**config.mk**
```make
export PLATFORM = sky130hd
export DESIGN_NAME = sevenseg_scan_ctrl
export DESIGN_NICKNAME = d
export VERILOG_FILES = /design/src/rtl/sevenseg_pkg.sv /design/src/rtl/sevenseg_decode.sv /design/src/rtl/sevenseg_scan_ctrl.sv
export SDC_FILE = /design/constraint.sdc
export NUM_CORES = 1
export LEC_CHECK = 0
export ABC_AREA = 0
export CAP_MARGIN = 20
export CELL_PAD_IN_SITES_DETAIL_PLACEMENT = 1
export CELL_PAD_IN_SITES_GLOBAL_PLACEMENT = 1
export CORE_MARGIN = 2
export CORE_UTILIZATION = 40
export CTS_BUF_LIST = sky130_fd_sc_hd__clkbuf_16
export CTS_CLUSTER_DIAMETER = 120
export DETAILED_ROUTE_END_ITERATION = 7
export GPL_TIMING_DRIVEN = 0
export MAX_ROUTING_LAYER = met4
export PLACE_DENSITY = 0.73
export SYNTH_ARGS = -nofsm -noshare
export SYNTH_HDL_FRONTEND = slang
export SYNTH_HIERARCHICAL = 1
export SYNTH_SLANG_ARGS = --single-unit
```
**constraint.sdc**
```tcl
create_clock -name clk -period 3.1 [get_ports clk]
set_input_delay 0.775 -clock clk [delete_from_list [all_inputs] [get_ports clk]]
set_output_delay 0.775 -clock clk [all_outputs]
set_load 0.005 [all_outputs]
```
**src/rtl/sevenseg_pkg.sv**
```systemverilog
// Shared constants for the 7-segment scan controller: active-low segment codes,
// scan FSM state encoding and the BCD to segment decode function.
package sevenseg_pkg;

  localparam logic [7:0] SEG_0     = 8'hC0;
  localparam logic [7:0] SEG_1     = 8'hF9;
  localparam logic [7:0] SEG_2     = 8'hA4;
  localparam logic [7:0] SEG_3     = 8'hB0;
  localparam logic [7:0] SEG_4     = 8'h99;
  localparam logic [7:0] SEG_5     = 8'h92;
  localparam logic [7:0] SEG_6     = 8'h82;
  localparam logic [7:0] SEG_7     = 8'hF8;
  localparam logic [7:0] SEG_8     = 8'h80;
  localparam logic [7:0] SEG_9     = 8'h90;
  localparam logic [7:0] SEG_BLANK = 8'hFF;
  // Every segment and the dp lit: visible error indication for non-BCD values
  localparam logic [7:0] SEG_ERR   = 8'h00;

  typedef enum logic [0:0] {
    ST_SHOW  = 1'b0,
    ST_BLANK = 1'b1
  } scan_state_e;

  function automatic logic [7:0] bcd_to_seg(input logic [3:0] bcd);
    logic [7:0] seg;
    case (bcd)
      4'd0:    seg = SEG_0;
      4'd1:    seg = SEG_1;
      4'd2:    seg = SEG_2;
      4'd3:    seg = SEG_3;
      4'd4:    seg = SEG_4;
      4'd5:    seg = SEG_5;
      4'd6:    seg = SEG_6;
      4'd7:    seg = SEG_7;
      4'd8:    seg = SEG_8;
      4'd9:    seg = SEG_9;
      default: seg = SEG_ERR;
    endcase
    return seg;
  endfunction

endpackage

```
**src/rtl/sevenseg_decode.sv**
```systemverilog
// Combinational BCD to active-low 7-segment decoder (dp off, 10..15 -> error code).
module sevenseg_decode
  import sevenseg_pkg::*;
(
  input  logic [3:0] bcd,
  output logic [7:0] seg
);

  // Pure table lookup shared with the package decode function
  always_comb begin
    seg = bcd_to_seg(bcd);
  end

endmodule

```
**src/rtl/sevenseg_scan_ctrl.sv**
```systemverilog
// Time-multiplexed N-digit common-anode 7-segment scan controller with blanking gap.
// Optional feature: define LEADING_ZERO_BLANK_EN to suppress leading zeros.
module sevenseg_scan_ctrl
  import sevenseg_pkg::*;
#(
  parameter  int NUM_DIGITS = 4,
  parameter  int SCAN_DIV   = 1000,
  parameter  int BLANK_CYC  = 16,
  localparam int IW         = $clog2(NUM_DIGITS)
) (
  input  logic                  clk,
  input  logic                  rst,
  input  logic                  load,
  input  logic [IW-1:0]         wr_idx,
  input  logic [3:0]            Din,
  output logic [7:0]            out,
  output logic [NUM_DIGITS-1:0] an,
  output logic                  frame_tick
);

  localparam int CMAX = (SCAN_DIV > BLANK_CYC) ? SCAN_DIV : BLANK_CYC;
  localparam int CW   = $clog2(CMAX);
  localparam logic [CW-1:0] SHOW_LAST  = CW'(SCAN_DIV - 1);
  localparam logic [CW-1:0] BLANK_LAST = CW'(BLANK_CYC - 1);
  localparam logic [IW-1:0] IDX_LAST   = IW'(NUM_DIGITS - 1);

  scan_state_e           state_r;
  scan_state_e           state_nxt_s;
  logic [CW-1:0]         presc_r;
  logic [CW-1:0]         presc_nxt_s;
  logic [IW-1:0]         idx_r;
  logic [IW-1:0]         idx_nxt_s;
  logic                  wrap_s;
  logic [3:0]            digit_r [NUM_DIGITS];
  logic [3:0]            cur_digit_s;
  logic [7:0]            dec_seg_s;
  logic                  lz_blank_s;
  logic [7:0]            out_nxt_s;
  logic [NUM_DIGITS-1:0] an_nxt_s;
  logic [7:0]            out_r;
  logic [NUM_DIGITS-1:0] an_r;
  logic                  tick_r;

  // Scan state, dwell prescaler and position index
  always_ff @(posedge clk) begin
    if (rst) begin
      state_r <= ST_SHOW;
      presc_r <= '0;
      idx_r   <= '0;
    end else begin
      state_r <= state_nxt_s;
      presc_r <= presc_nxt_s;
      idx_r   <= idx_nxt_s;
    end
  end

  // Next-state: dwell SCAN_DIV cycles lit, BLANK_CYC cycles dark, then advance
  always_comb begin
    state_nxt_s = state_r;
    presc_nxt_s = presc_r + CW'(1);
    idx_nxt_s   = idx_r;
    wrap_s      = 1'b0;
    case (state_r)
      ST_SHOW: begin
        if (presc_r == SHOW_LAST) begin
          state_nxt_s = ST_BLANK;
          presc_nxt_s = '0;
        end else begin
          state_nxt_s = ST_SHOW;
        end
      end
      ST_BLANK: begin
        if (presc_r == BLANK_LAST) begin
          state_nxt_s = ST_SHOW;
          presc_nxt_s = '0;
          if (idx_r == IDX_LAST) begin
            idx_nxt_s = '0;
            wrap_s    = 1'b1;
          end else begin
            idx_nxt_s = idx_r + IW'(1);
          end
        end else begin
          state_nxt_s = ST_BLANK;
        end
      end
      default: begin
        state_nxt_s = ST_SHOW;
        presc_nxt_s = '0;
        idx_nxt_s   = '0;
      end
    endcase
  end

  // Digit registers; indices beyond NUM_DIGITS-1 match no register
  always_ff @(posedge clk) begin
    for (int i = 0; i < NUM_DIGITS; i++) begin
      if (rst) begin
        digit_r[i] <= 4'd0;
      end else if (load && (wr_idx == IW'(i))) begin
        digit_r[i] <= Din;
      end
    end
  end

  // Select the digit at the current scan position
  always_comb begin
    cur_digit_s = 4'd0;
    for (int i = 0; i < NUM_DIGITS; i++) begin
      cur_digit_s = (idx_r == IW'(i)) ? digit_r[i] : cur_digit_s;
    end
  end

  sevenseg_decode u_decode (
    .bcd (cur_digit_s),
    .seg (dec_seg_s)
  );

`ifdef LEADING_ZERO_BLANK_EN
  logic zero_run_s;

  // Position i>0 is blanked when it and every higher position hold exactly 0
  always_comb begin
    zero_run_s = 1'b1;
    lz_blank_s = 1'b0;
    for (int i = NUM_DIGITS - 1; i >= 1; i--) begin
      zero_run_s = zero_run_s & (digit_r[i] == 4'd0);
      lz_blank_s = (idx_r == IW'(i)) ? zero_run_s : lz_blank_s;
    end
  end
`else
  assign lz_blank_s = 1'b0;
`endif

  // Output decode: one-hot active-low enable while lit, everything dark while blanking
  always_comb begin
    out_nxt_s = SEG_BLANK;
    an_nxt_s  = '1;
    case (state_r)
      ST_SHOW: begin
        for (int i = 0; i < NUM_DIGITS; i++) begin
          an_nxt_s[i] = (idx_r != IW'(i));
        end
        out_nxt_s = lz_blank_s ? SEG_BLANK : dec_seg_s;
      end
      ST_BLANK: begin
        out_nxt_s = SEG_BLANK;
        an_nxt_s  = '1;
      end
      default: begin
        out_nxt_s = SEG_BLANK;
        an_nxt_s  = '1;
      end
    endcase
  end

  // Registered pin drivers, all dark in reset
  always_ff @(posedge clk) begin
    if (rst) begin
      out_r  <= SEG_BLANK;
      an_r   <= '1;
      tick_r <= 1'b0;
    end else begin
      out_r  <= out_nxt_s;
      an_r   <= an_nxt_s;
      tick_r <= wrap_s;
    end
  end

  assign out        = out_r;
  assign an         = an_r;
  assign frame_tick = tick_r;

endmodule
```
[Word level (Yosys, flattened, before mapping)]
Memories as Yosys holds them, arrays and structs flattened.
Cells that the tools add are included.
Word-level totals
  flip-flop bits (word level): 26
  RAM bits: 16
  bits in read-only memories: 128
  input port bits: 9
  logic and storage cells: 68
  memories: 2
Memories
  (no name shown): depth 16, width 8, rd ports 1, clocked after Yosys merged registers in 0, write ports 0, line sevenseg_pkg.sv:26  | case (bcd)
  digit_r: depth 4, width 4, rd ports 4, clocked after Yosys merged registers in 0, write ports 4, line sevenseg_scan_ctrl.sv:34  | logic [3:0] digit_r [NUM_DIGITS];
Operators by class
  $add $sub $neg: 2
  equality and inequality tests: 11
  multiplexer cells: 32
  bitwise gates (word level): 6
  reductions and logical operators: 9
Operators with widths (number)
  2-to-1 mux 4 bit: 8
  2-to-1 mux 10 bit: 2
  case mux 10 bit (2 select lines): 1
  2-to-1 mux 1 bit: 17
  case mux 8 bit (2 select lines): 1
  adder 10 x 1 -> 10 bit, second input constant: 1
  == test 10 bit, second input constant: 1
  == test 10 x 4 -> 1 bit, second input constant: 1
  == test 2 bit, second input constant: 4
  case mux 4 bit (2 select lines): 1
  == test 2 x 1 -> 1 bit, second input constant: 2
  logical AND 1 bit: 4
  logical NOT 2 bit: 2
  inequality test 2 bit, second input constant: 2
  OR 1 bit: 4
  OR reduction 3 bit: 1
  adder 2 x 1 -> 2 bit, second input constant: 1
  2-to-1 mux 2 bit: 1
  inequality test 2 x 1 -> 1 bit, second input constant: 1
  inverter 1 bit: 2
  case mux 1 bit (2 select lines): 1
  AND reduction 2 bit: 1
  nonzero test 2 bit: 1

[Depth between registers and ports, before layout]
Gate-level depths: netlist (run 1).
An unclocked memory read counts as a cell.
  depth in word-level cells: 7
  gate-level depth with buffers: 10

[Modules after synthesis]
Netlist (run 1), hierarchy kept.
By module, submodules not included
  sevenseg_scan_ctrl: times used 1, cells each 161, area an instance 1805.5 µm², sequential area each 1001.0 µm²
  sevenseg_decode: times used 1, cells each 26, area an instance 215.2 µm², sequential area each 0.0 µm²

[Least setup slack after synthesis (run 1)]
Ideal clock, no wire load.
  path kind: register to register
  start point: register idx_r[1]
  end point: register out_r[4] (netlist: out[4])
  setup time: 0.127 ns
  arrival time: 2.164 ns
  slack: 0.809 ns
  cell stages (with the launch flop): 11
  clock period less this slack: 2.291 ns
  cell sequence: dfxtp_1 inv_1 ha_1 nor2b_1 a221oi_1 o31ai_1 inv_1 ha_1 mux2i_1 o22ai_1 or3_1
Between the ends
  cells in the longest elaborated chain, start to end: 7
RTL lines
  start: declaration: line sevenseg_scan_ctrl.sv:31  | logic [IW-1:0] idx_r;
  start signal: assignment: line sevenseg_scan_ctrl.sv:53  | idx_r <= idx_nxt_s;
  logical NOT 2 bit: line sevenseg_scan_ctrl.sv:109  | cur_digit_s = (idx_r == IW'(i)) ? digit_r[i] : cur_digit_s;
  2-to-1 mux 4 bit (3 in series): line sevenseg_scan_ctrl.sv:109
  2-to-1 mux 4 bit (*): line sevenseg_scan_ctrl.sv:109
  via cur_digit_s[1]: line sevenseg_scan_ctrl.sv:35  | logic [3:0] cur_digit_s;
  memory read (16 x 8 bit) (*)
  via dec_seg_s[4]: line sevenseg_scan_ctrl.sv:36  | logic [7:0] dec_seg_s;
  case mux 8 bit (2 select lines) (*): line sevenseg_scan_ctrl.sv:138  | case (state_r)
  end signal: assignment: line sevenseg_scan_ctrl.sv:163  | out_r <= out_nxt_s;
  end: declaration: line sevenseg_scan_ctrl.sv:40  | logic [7:0] out_r;
The timed path passes the listed nets; every way through them passes the cells marked *.
A chain may end at the register's enable or synchronous reset.

[Worst setup path after layout (run 1)]
  start point: register idx_r[1]
  end point: register out_r[3] (netlist: out[3])
The elaborated chain is that of the path after synthesis.

==> impl_results.md, run 1 <==
- Fin area: about 2500 sq um
- Worst path buffer plus inverter count: 2
- CP startpoint kind: flop
- Root buffer cell: clkbuf_16
- # diodes: 0
- Layout Skew: approximately 0.0038 ns
- Gpl congestion: approximately 0.8
- Layout cell share with drive strength beyond 1: 13.5%
- Sequential share of power: 43.9%
- Grt ovf: 0
- Wirelength per Cell: 15.5 microns
- Largest net degree at the start of global routing: 14
- Routed Antenna Nets: 0
- CORE AREA: approximately 4800 sq um
- CP arrival: ~3 ns
- Yosys top cell area share: 25.8%
- Drt drc: 0
- CTS tree: built
- Worst min path class: flop to flop
- Router iterations before antenna repair: 4
- Nets: roughly 230
- Worst skew pair latency: 0.28 ns
- Die height: roughly 75 microns
- Max Slew Vio Count: 0
- Area Overhead vs Synth: 23.4%
- Mapped Nets: 206
- Fmax: between 0.3 and 0.4 GHz
- Final count of hold timing violations: 0
- Net Sw Frac: around a fifth
- Vias in the first global route: between 1000 and 1500
- Resized Gates After CTS: 0
- DR vias: approximately 1500
- Register area share after synthesis: roughly 50%
- CP max stage cell: o31ai_1
- Row count: 25
- Worst path max stage delay: 0.55 ns
- DP Area: 2300 sq um
- Family with the most delay on the worst path: compound AO/OA/AOI/OAI gates
- Die ar.: about 5600 sq um
- Register bit total from synthesis: 42
- Ports: 22
- Worst Path Required: around 3.3 ns
- Post-synth EDFFs: 16
- Post-place setup slack: ~0.33 ns
- Count of cell types in the netlist: 40
- Final core utilization: 52.1%
- Int Power: approximately 1.1 mW
- Port-buffer cells: 20
- Asr flop ratio synth: 0%
- Post-synth top flop: dfxtp_1
- Synth warn: 6
- Netlist Area Pre-Place: slightly above 2000 sq um
- RSZ-0062 raised after global routing: no
- Kind of critical path: flop to flop
- Relative slew margins: between 50% and 60%
- CP Cell Sequence: inv_1 > ha_1 > nor2b_1 > a221oi_1 > o31ai_1 > inv_1 > ha_1 > nand2b_1 > a21oi_1 > or3_1
- Clock Tree Buf Depth: 2
- Cell with the most instances after synthesis: dfxtp_1
- Final WS setup: approximately 0.29 ns
- CTS Sinks: 42
- Status: finished clean
- Worst R2R Setup Slack: 0.29 ns
- Max cap viols: 0
- Post-CTS Setup Inserts: 0
- Clock share of power: 47.8%
- Total Wirelength: about 4.4 mm
- Crit path max fanout: 7
- Setup TNS: 0 ns
- Die X-Extent: ~75 microns
- Synth cell count leaders: 26 x dfxtp_1, 16 x and2_1, 16 x edfxtp_1
- Pwr dens: 560 nW/um^2
- Worst slew pin tran: about 0.64 ns
- Synthesized area per cell: roughly 11 sq um
- Hold buffers post-CTS: 0
- Period minus WS final: 2.81 ns
- Worst-path clk slew: ~0.06 ns
- Crit path depth: 10
- Total power: around 1.4 mW
- Dpl hpwl: about 3.2 mm
- H-Tree Level Count: 2
- Initial antenna violation count: 0
- Sw power: roughly 0.28 mW
- Cts bufs inserted: 5
- Combinational Power Share: between 8 and 9%
- DR iter-0 viols: 39
- Initial Util: between 40% and 50%
- Final period util: 90.5%
- Reg2Reg Depth: 10
- Setup violators final: 0
- Vias per inst: a little over 5
- Hold Path Stages: 1
- Global-route wire length before repair: 7.06 mm
- Tot GR Track Use: between 15 and 20%
- LEAKAGE: approximately 0.94 nW
- Crit end category: flop
- Synth area leader: dfxtp_1
- Synth area leaders: dfxtp_1 26%, edfxtp_1 24%, ha_1 6.2%
- Synth Instances: between 150 and 200
- Worst vdd ir: about 0.32 mV
flip-flops by register name, summed over array words and instances (netlist names):
register and cells:
idx_r 2, state_r 1, presc_r 10, out 8, an 4, digit_r 16
frame_tick 1
power by group through the flow:
stage | logic, mW | clock network (mW) | registers [mW]
6_report | 0.116 | 0.668 | 0.614
2_1_floorplan | 0.0668 | 0 | 0.623
3_3_place_gp | 0.112 | 0 | 0.625
3_5_place_dp | 0.117 | 0 | 0.626
5_1_grt | 0.129 | 0.703 | 0.616
4_1_cts | 0.118 | 0.676 | 0.614
cell usage in the layout, fill, tap and decap left out, drive strengths merged, types with 2 or more instances in the layout:
master,instances
a31o,4
xnor2,5
a221oi,3
a21oi,6
clkbuf,9
dfxtp,26
nor2b,7
and2,16
mux2i,2
nand2b,4
nor2,5
o31ai,3
nand4,2
bufinv,2
xor2,2
nor3b,3
nor3,15
ha,10
o21ai,3
inv,6
or3,10
and3,3
nand3,5
nand2,14
edfxtp,16
buf,4
clkdlybuf4s50,20
nand3b,2
cell type report:
class	instances	area [sq um]
fillers	510	2290
flip-flops and latches	42	1000
multi-input cells	131	923
repair buffers	20	200
clock buffers	5	125
well taps	67	83.8
plain buffers	8	73.8
clock inverters	3	63.8
inverters	6	22.5
layer usage:
metal,vias to the layer above,GRT usage (%),wire (microns)
met1,700,20.5,1950
met2,30,30.1,2210
li1,715,-,-
met5,-,-,0
met4,0,5.56,61
met3,6,2.81,141
metrics by stage:
stage / cells / hold slack (ns)
after floorplan: 187 / 0.451
after global placement: 274 / 0.466
after detailed placement: 274 / 0.488
after CTS: 282 / 0.497
after global routing: 282 / 0.509
final: 282 / 0.492
worst register-to-register path, stage by stage, from the launching register on:
cell and delay (ns):
dfxtp_1 0.39, inv_1 0.08, ha_1 0.28, nor2b_1 0.24
a221oi_1 0.13, o31ai_1 0.55, inv_1 0.21, ha_1 0.35
nand2b_1 0.10, a21oi_1 0.06, or3_1 0.30
path summary, 6_finish.rpt:
path	startpoint	to
max	idx_r[1]$_SDFFE_PP0P_	out[3]$_SDFF_PP1_
min	presc_r[0]$_SDFF_PP0_	presc_r[0]$_SDFF_PP0_
max reg2reg	idx_r[1]$_SDFFE_PP0P_	out[3]$_SDFF_PP1_
min reg2reg	presc_r[0]$_SDFF_PP0_	presc_r[0]$_SDFF_PP0_
cells by family (layout without fill, tap and decap cells):
group / Yosys count / in the layout / synth area share, %
and+or+nand+nor: 90 / 90 / 27.4
DFF: 42 / 42 / 49.5
buffers and inverters: 14 / 42 / 4.77
xor gates and xnor gates: 7 / 7 / 3.03
muxes: 2 / 2 / 0.991
adders and majority gates: 10 / 10 / 6.19
AOI/OAI and AO/OA: 22 / 22 / 8.05
No activity file was read; power rests on OpenSTA's default activity.
==> run 2, diff against run 1 <==
- CORE_MARGIN: 2 -> 10
- DONT_BUFFER_PORTS: unset -> 1
- PLACE_DENSITY: 0.73 -> unset
- PLACE_DENSITY_LB_ADDON: unset -> 0.25
==> run 2 against run 1 <==
  * Sequential cell count unchanged
  * Wire length up 4.0%
  * Clock skew up 0.0033 ns
  * Final area down 8.8%
  * Worst hold slack worse by 0.0034 ns
  * Total power down 7.1%
  * Register-to-register slack worse by 0.02 ns
  * Critical endpoint unchanged
==> impl_results.md, run 2 (synthesis results as in run 1) <==
- Area Overhead vs Synth: 12.6% (was 23.4%)
- Post-place setup slack: 0.282 ns (was 0.328 ns)
- Row count: 25 (unchanged)
- Cts bufs inserted: 5 (unchanged)
- Vias per inst: 5.27 (was 5.15)
- CORE AREA: 4820 sq um (was 4790 sq um)
- Max Slew Vio Count: 0 (unchanged)
- Most common cell after layout, fill and taps aside: dfxtp_1 (unchanged)
- Crit path max fanout: 7 (unchanged)
- Met3 wire length: 298 microns (was 141 microns)
- Global-route wire length before repair: 7.62 mm (was 7.06 mm)
- DRT met1 WL: 1.93 mm (was 1.95 mm)
- Critical R2R Capture: out[3]$_SDFF_PP1_ (unchanged)
- Die height: 91.1 microns (was 75.1 microns)
- Router iterations before antenna repair: 6 (was 4)
- CTS tree: built (unchanged)
- Crit end category: flop (unchanged)
- Worst-path clk slew: 0.06 ns (about the same)
- Routed Antenna Nets: 0 (unchanged)
- DR iter-0 viols: 65 (was 39)
- Clock Tree Buf Depth: 2 (unchanged)
- Ports: 22 (unchanged)
- Met2 routed WL: 2.22 mm (was 2.21 mm)
- Top layer in use: met4 (unchanged)
- Worst Path Required: 3.27 ns (was 3.26 ns)
- Final WS setup: 0.276 ns (was 0.293 ns)
- Dpl hpwl: 3.25 mm (was 3.22 mm)
- Post-CTS Setup Inserts: 0 (unchanged)
- Number of fill cells in the layout: 546 (was 510)
- Worst R2R Start: idx_r[1]$_SDFFE_PP0P_ (unchanged)
- Die X-Extent: 91.1 microns (was 75.1 microns)
- Gpl congestion: 0.776 (was 0.817)
- Worst vdd ir: 0.302 mV (was 0.325 mV)
- DR vias: 1381 (was 1451)
- Die ar.: 8290 sq um (was 5640 sq um)
- Pwr dens: 571 nW/um^2 (was 560 nW/um^2)
- Biggest register: digit_r (unchanged)
- Grt ovf: 0 (unchanged)
- Drt drc: 0 (unchanged)
- Vias in the first global route: 1498 (was 1475)
- Final period util: 91.1% (was 90.5%)
- Max reg flops: 16 (unchanged)
- Final count of hold timing violations: 0 (unchanged)
- Setup TNS: 0 ns (unchanged)
- Hold buffers post-CTS: 0 (unchanged)
- Reg2Reg Depth: 10 (unchanged)
- Tot GR Track Use: 11.9% (was 17.4%)
- Relative slew margins: 53.8% (was 57.3%)
- Resized Gates After CTS: 0 (unchanged)
- Initial Util: 41.9% (was 42.2%)
- Worst skew pair latency: 0.29 ns (was 0.28 ns)
- LEAKAGE: 0.841 nW (was 0.937 nW)
- CP startpoint kind: flop (unchanged)
- H-Tree Level Count: 2 (unchanged)
- Setup violators final: 0 (unchanged)
- CP arrival: 2.99 ns (was 2.97 ns)
- Initial antenna violation count: 0 (unchanged)
- Period minus WS final: 2.82 ns (was 2.81 ns)
- Fmax: 0.354 GHz (was 0.356 GHz)
- Worst slew pin tran: 0.687 ns (was 0.635 ns)
- Most frequent cells in the layout: 26 x dfxtp_1, 16 x and2_1, 16 x edfxtp_1 (was 26 x dfxtp_1, 20 x clkdlybuf4s50_1, 16 x and2_1, 16 x edfxtp_1, 14 x nand2_1)
- Port-buffer cells: 0 (was 20)
- Worst setup path endpoint: out[3]$_SDFF_PP1_ (unchanged)
- Hold Path Stages: 1 (unchanged)
- Layout Skew: 0.00712 ns (was 0.00385 ns)
- Wirelength per Cell: 17.3 microns (was 15.5 microns)
- Crit. Startpoint: idx_r[1]$_SDFFE_PP0P_ (unchanged)
- Kind of critical path: flop to flop (unchanged)
- # diodes: 0 (unchanged)
- Worst R2R Setup Slack: 0.28 ns (was 0.29 ns)
- Worst min path class: flop to flop (unchanged)
- Max cap viols: 0 (unchanged)
- Largest net degree at the start of global routing: 15 (was 14)
- Status: finished clean (unchanged)
- Nets: 213 (was 233)
- CTS Sinks: 42 (unchanged)
- RSZ-0062 raised after global routing: no (unchanged)
- Total Wirelength: 4.54 mm (was 4.36 mm)
- Root buffer cell: clkbuf_16 (unchanged)
- Layout cell share with drive strength beyond 1: 15.4% (was 13.5%)
run 2: worst min-delay path by stage:
stage | from | to | slack, ns
2_1_floorplan | presc_r[0]$_SDFF_PP0_ | presc_r[0]$_SDFF_PP0_ | 0.45
3_3_place_gp | presc_r[0]$_SDFF_PP0_ | presc_r[0]$_SDFF_PP0_ | 0.47
3_5_place_dp | presc_r[0]$_SDFF_PP0_ | presc_r[0]$_SDFF_PP0_ | 0.48
4_1_cts | presc_r[0]$_SDFF_PP0_ | presc_r[0]$_SDFF_PP0_ | 0.49
5_1_grt | presc_r[0]$_SDFF_PP0_ | presc_r[0]$_SDFF_PP0_ | 0.53
6_report | presc_r[0]$_SDFF_PP0_ | presc_r[0]$_SDFF_PP0_ | 0.49
run 2: layout make-up:
cell class / instances / area, sq um / area share, %
Clock buffer: 5 / 125 / 5.50
Inverter: 6 / 22.5 / 0.990
Buffer: 8 / 73.8 / 3.25
Tap cell: 67 / 83.8 / 3.69
Clock inverter: 3 / 45.0 / 1.98
Multi-Input combinational cell: 131 / 923 / 40.6
Sequential cell: 42 / 1000 / 44.0
run 2: critical path, cell delays in order, from the launching register on:
cell and delay, ns:
dfxtp_1 0.39, inv_1 0.08, ha_1 0.28, nor2b_1 0.24
a221oi_1 0.11, o31ai_1 0.59, inv_1 0.19, ha_1 0.35
nand2b_1 0.11, a21oi_1 0.07, or3_1 0.30
run 2: per-layer routing:
| metal | vias to the layer above | track usage, % |
|---|---|---|
| met5 | - | - |
| met4 | 0 | 5.09 |
| met3 | 8 | 5.19 |
| met2 | 33 | 19.9 |
| met1 | 662 | 11.8 |
| li1 | 678 | - |
run 2: through the flow:
step / util, % / power, mW / instance area [sq um] / hold slack [ns] / std cells
2_1_floorplan: - / 0.690 / 2020 / 0.451 / 187
3_3_place_gp: 43.7 / 0.707 / 2100 / 0.469 / 254
3_5_place_dp: 43.7 / 0.713 / 2100 / 0.481 / 254
4_1_cts: 47.2 / 1.31 / 2270 / 0.490 / 262
5_1_grt: 47.2 / 1.35 / 2270 / 0.529 / 262
6_report: 47.2 / 1.30 / 2270 / 0.488 / 262
run 2: where the power goes:
group	leakage [nW]	switching [mW]	internal (mW)
sequential	0.371	0.0145	0.602
combinational	0.394	0.0453	0.0385
clock	0.0760	0.218	0.379
total	0.841	0.278	1.02
